--- src/rtl/jt49_divn.sv ---
// jt49_divn: CH-channel tone/period divider for the PSG core.
// Each channel counts cen edges up to a double-buffered period and then emits
// a one-clk tick, shaping its output as square, pulse, one-shot or off.
module jt49_divn #(
    parameter int W  = 12,
    parameter int CH = 3
) (
    input  logic              clk,
    input  logic              rst_n,
    input  logic              cen,
    input  logic [CH*W-1:0]   period,
    input  logic [2*CH-1:0]   mode,
    input  logic [CH-1:0]     restart,
    output logic [CH-1:0]     out,
    output logic [CH-1:0]     tick
);

    typedef enum logic [1:0] {
        MD_SQUARE  = 2'b00,
        MD_PULSE   = 2'b01,
        MD_ONESHOT = 2'b10,
        MD_OFF     = 2'b11
    } mode_e;

    // LOAD: next cen edge copies the period into the shadow register.
    // RUN:  counting towards the terminal count.
    // HALT: one-shot has fired; frozen until restart or off.
    typedef enum logic [1:0] {
        ST_LOAD = 2'b00,
        ST_RUN  = 2'b01,
        ST_HALT = 2'b10
    } state_e;

    localparam logic [W-1:0] ONE = W'(1);

    for (genvar i = 0; i < CH; i++) begin : g_ch
        logic [W-1:0] period_i;
        mode_e        mode_i;
        logic [W-1:0] count_q, count_d;
        logic [W-1:0] cur_q, cur_d;
        logic [W-1:0] eff;
        state_e       st_q, st_d;
        logic         out_q, out_d;
        logic         tick_q, tick_d;

        assign period_i = period[i*W +: W];
        assign mode_i   = mode_e'(mode[2*i +: 2]);
        assign eff      = (cur_q == '0) ? ONE : cur_q;

        // Channel state register with asynchronous clear.
        always_ff @(posedge clk or negedge rst_n) begin
            if (!rst_n) begin
                count_q <= ONE;
                cur_q   <= '0;
                st_q    <= ST_LOAD;
                out_q   <= 1'b0;
                tick_q  <= 1'b0;
            end else begin
                count_q <= count_d;
                cur_q   <= cur_d;
                st_q    <= st_d;
                out_q   <= out_d;
                tick_q  <= tick_d;
            end
        end

        // Next-state: restart beats off, off beats any cen activity.
        always_comb begin
            count_d = count_q;
            cur_d   = cur_q;
            st_d    = st_q;
            out_d   = out_q;
            tick_d  = 1'b0;
            if (restart[i]) begin
                // Restart reloads directly, so counting resumes without a load edge.
                count_d = ONE;
                cur_d   = period_i;
                out_d   = 1'b0;
                st_d    = ST_RUN;
            end else if (mode_i == MD_OFF) begin
                count_d = ONE;
                out_d   = 1'b0;
                st_d    = ST_LOAD;
            end else if (cen) begin
                case (st_q)
                    ST_LOAD: begin
                        cur_d   = period_i;
                        count_d = ONE;
                        st_d    = ST_RUN;
                    end
                    ST_RUN: begin
                        if (count_q >= eff) begin
                            count_d = ONE;
                            cur_d   = period_i;
                            tick_d  = 1'b1;
                            case (mode_i)
                                MD_SQUARE:  out_d = ~out_q;
                                MD_PULSE:   out_d = 1'b1;
                                MD_ONESHOT: begin
                                    out_d = 1'b1;
                                    st_d  = ST_HALT;
                                end
                                default:    out_d = out_q;
                            endcase
                        end else begin
                            count_d = count_q + ONE;
                            if (mode_i == MD_PULSE) out_d = 1'b0;
                        end
                    end
                    default: begin
                        st_d = st_q;
                    end
                endcase
            end
        end

        assign out[i]  = out_q;
        assign tick[i] = tick_q;
    end

endmodule

--- config.mk ---
export PLATFORM = sky130hd
export DESIGN_NAME = jt49_divn
export DESIGN_NICKNAME = d
export VERILOG_FILES = /design/src/rtl/jt49_divn.sv
export SDC_FILE = /design/constraint.sdc
export NUM_CORES = 1
export LEC_CHECK = 0
export BUFFER_PORTS_ARGS = -buffer_cell sky130_fd_sc_hd__buf_2
export CORE_MARGIN = 2
export CORE_UTILIZATION = 30
export CTS_BUF_LIST = sky130_fd_sc_hd__clkbuf_8
export DETAILED_ROUTE_END_ITERATION = 10
export PLACE_DENSITY = 0.57
export SETUP_SLACK_MARGIN = 0.1
export SLEW_MARGIN = 10
export SYNTH_ARGS = -nofsm -noshare
export SYNTH_HDL_FRONTEND = slang
export SYNTH_SLANG_ARGS = --single-unit
--- constraint.sdc ---
create_clock -name clk -period 5.5 [get_ports clk]
set_input_delay 0.275 -clock clk [delete_from_list [all_inputs] [get_ports clk]]
set_output_delay 0.275 -clock clk [all_outputs]
set_load 0.005 [all_outputs]
==> impl_metrics.py <==
metrics = {
    "run_status": {
        "result_of_the_run": "finished clean",
    },
    "sta": {
        "tightest_slew_ns": 0.9976,
        "final_min_period_over_clock_period": 0.5544,
        "timing.clock.skew_ns": 0.01557,
        "max-slew-margin-rel": 0.3328,
        "slew_violations": 0,
        "max_freq_ghz": 0.3280,
        "finalSetupViolations": 0,
        "fin_tns_setup_ns": 0,
        "finalWorstPathRequiredPeriod_ns": 3.049,
        "rsz_0062_raised_after_global_routing": "false",
        "finalHoldViolations": 0,
    },
    "detailed_routing": {
        "route.detailed.drc": 0,
        "routed_wire_length_per_instance_um": 13.39,
        "drt.antenna.violating_nets": 0,
        "detail_route.iter0.violations": 151,
        "route.vias.total": 3609,
        "vias_per_cell": 4.705,
        "first_pass_iters": 4,
        "drt_wl_total_um": 10270,
    },
    "cts": {
        "worstSkewPairLatency_ns": 0.38,
        "clkTransAtPathRegs_ns": 0.10,
        "cts_made_buffers": 9,
        "root_buffer": "clkbuf_8",
        "clkSinkCount": 84,
        "postCtsHoldBufs": 1,
        "cts_max_level": 3,
        "cts-root-to-sink-buffers": 2,
        "post_cts.repair.setup_buffers": 0,
        "cts_tree": "yes",
        "cts-resized-gates": 0,
    },
    "setup_path": {
        "critPathLaunchType": "register",
        "critical_path.endpoint_type": "register",
        "worstSetupPathType": "register to register",
        "timing.critical_path.fanout_max": 12,
        "cp_slowest_stage_delay_ns": 0.45,
        "cp.arrival_ns": 3.31,
        "critPathRequiredTime_ns": 5.76,
        "critical-path-slowest-cell": "mux2_1",
        "path_cells": "nor4_1 -> a31o_2 -> ha_1 -> nand2b_1 -> a21o_1 -> a211o_1 -> a21oi_4 -> a31oi_2 -> mux2_1",
    },
    "placement": {
        "postPlaceCellArea_um2": 5460,
        "place_hpwl_um": 7879,
        "numPortBuffers": 53,
        "place.gp.congestion": 0.7906,
    },
    "global_routing": {
        "gr-usage-all-layers": 0.1256,
        "first_global_vias": 3739,
        "globalRoute.totalOverflow": 0,
        "largest_net_degree_at_the_start_of_global_routing": 67,
        "grt_antenna_before_repair": 0,
        "first_pass_grt_wire_length_um": 17930,
    },
    "cells_and_area": {
        "design_area_um2": 5659,
        "flow.area_growth_from_synthesis_pct": 13.22,
        "drive_gt1_frac": 0.1938,
        "design.final.nets": 639,
        "post-route-util": 0.3449,
        "antenna-diode-count": 0,
    },
    "pwr": {
        "reported_leakage_power_nw": 2.751,
        "power_density_nw_per_um2": 240.0,
        "worst_vdd_ir_v": 0.0001250,
    },
    "floorplanning": {
        "die-width_um": 133.1,
        "initial_core_util": 0.3047,
        "die_y_um": 133.1,
        "placementRows": 47,
        "pin_count": 54,
        "core_um2": 16410,
        "die_area_um2": 17710,
    },
    "hold_path": {
        "worst_hold_path_type": "primary input to register",
    },
    "synth": {
        "synth_sequential_area_ratio": 0.4213,
        "syn-cell-area_um2": 4999,
        "synth_cells": 488,
        "yosys_warnings": 0,
        "ys_types": 58,
        "asyncSetResetFlopFracSynth": 1.000,
        "synth_fp_nets": 585,
        "ys_ff_latch": 84,
        "postSynthAreaPerCell_um2": 10.24,
        "synth_edf_count": 0,
        "synth-main-ff-cell": "dfrtp_1",
    },
    "run": {
        "maxCapViolations": 0,
    },
}
[Yosys cell counts (all sizes together), types with 7 or more instances]
library cell / instances / area (um^2)
dfrtp: 81 / 2027
inv: 53 / 198.9
nor2: 53 / 198.9
ha: 49 / 613.1
mux2: 36 / 480.5
nand2: 24 / 90.09
a21oi: 20 / 111.4
nand3: 16 / 80.08
o21ai: 14 / 70.06
xnor2: 14 / 122.6
nor3: 13 / 70.07
buf: 11 / 85.08
xor2: 10 / 87.58
nand4: 8 / 50.05
nor2b: 7 / 43.79
nor4: 7 / 43.79
or3: 7 / 43.79
[sequential cells by signal, indices dropped and copies added, names as in the netlist]
register and count:
g_ch.count_q 36, g_ch.cur_q 36, g_ch.out_q 3, g_ch.st_q 6
g_ch.tick_q 3
[routing by layer]
| layer | part of all wire | wire [um] | up-vias | global-route usage |
|---|---|---|---|---|
| li1 | - | - | 1798 | - |
| met2 | 0.48 | 4967 | 56 | 0.2070 |
| met3 | 0.038 | 395 | 10 | 0.03487 |
| met4 | 0.011 | 108 | 0 | 0.03883 |
| met1 | 0.47 | 4796 | 1745 | 0.1605 |
| met5 | 0 | 0 | - | 0 |
[per-stage QoR]
step	cells	total power, mW	setup slack (ns)	hold WS [ns]
after floorplan	488	0.8690	2.921	-0.02059
after detailed placement	750	0.9492	2.392	0.1685
after global placement	750	0.9382	2.514	0.1654
after global routing	767	1.441	2.260	0.09043
after CTS	767	1.381	2.370	0.07780
final	767	1.358	2.451	0.1015
[worst max-delay path, delay by kind of cell (launching register included)]
kind | cells | cell delay (ns)
multiplexers | 1 | 0.45
adder cells (fa/ha/maj) | 1 | 0.21
AO/OA/AOI/OAI | 5 | 1.40
AND/OR/NAND/NOR | 2 | 0.47
flip-flops | 1 | 0.41
[cells by family (layout without fill, tap and decap cells)]
kind of cell,count (synthesis),after routing,share of synthesized area
AOI/OAI and AO/OA,66,66,0.09136
xor gates and xnor gates,24,24,0.04205
adders and majority gates,49,49,0.1227
buffers and inverters,65,124,0.05757
DFF,84,84,0.4213
muxes,39,39,0.1021
and+or+nand+nor,161,161,0.1630
[where the power goes]
part	internal, mW	total, mW	switching (mW)
combinational	0.111	0.225	0.114
sequential	0.665	0.708	0.0432
clock	0.170	0.425	0.255
total	0.946	1.36	0.412
[cell usage in the layout, fill, tap and decap left out, types with 4 or more instances in the layout]
cell and n:
a21o_1 5, a21oi_1 19, a31o_2 4, and2_1 5, and3_1 4, buf_2 52
clkbuf_8 9, dfrtp_1 81, ha_1 49, inv_1 53, mux2_1 14, mux2_4 20
nand2_1 24, nand2b_1 4, nand3_1 16, nand4_1 8, nor2_1 53, nor2b_1 7
nor3_1 12, nor4_1 7, o21ai_0 11, or3_1 7, xnor2_1 14, xor2_1 10
[final timing paths]
kind	startpoint	to	slack, ns	cells past startpoint
min reg2reg	g_ch[2].cur_q[0]$_DFFE_PN0P_	g_ch[2].cur_q[0]$_DFFE_PN0P_	0.50	1
max	g_ch[2].cur_q[2]$_DFFE_PN0P_	g_ch[2].cur_q[0]$_DFFE_PN0P_	2.45	9
max reg2reg	g_ch[2].cur_q[2]$_DFFE_PN0P_	g_ch[2].cur_q[0]$_DFFE_PN0P_	2.45	9
max in group asynchronous	rst_n	g_ch[1].count_q[9]$_DFFE_PN0P_	4.09	3
min	period[20]	g_ch[1].cur_q[8]$_DFFE_PN0P_	0.10	2
min in group asynchronous	rst_n	g_ch[2].count_q[1]$_DFFE_PN0P_	0.30	2
[cell type report]
type                       count  area, um^2
timing repair buffer          55       285.3
tap                          220       275.3
fill                        1627       10750
clock buffer                   9       123.9
multi-input combinational    339        2611
sequential                    84        2106
inverter                      53       198.9
clock inverter                 7       58.81
No activity file was read; power rests on OpenSTA's default activity.
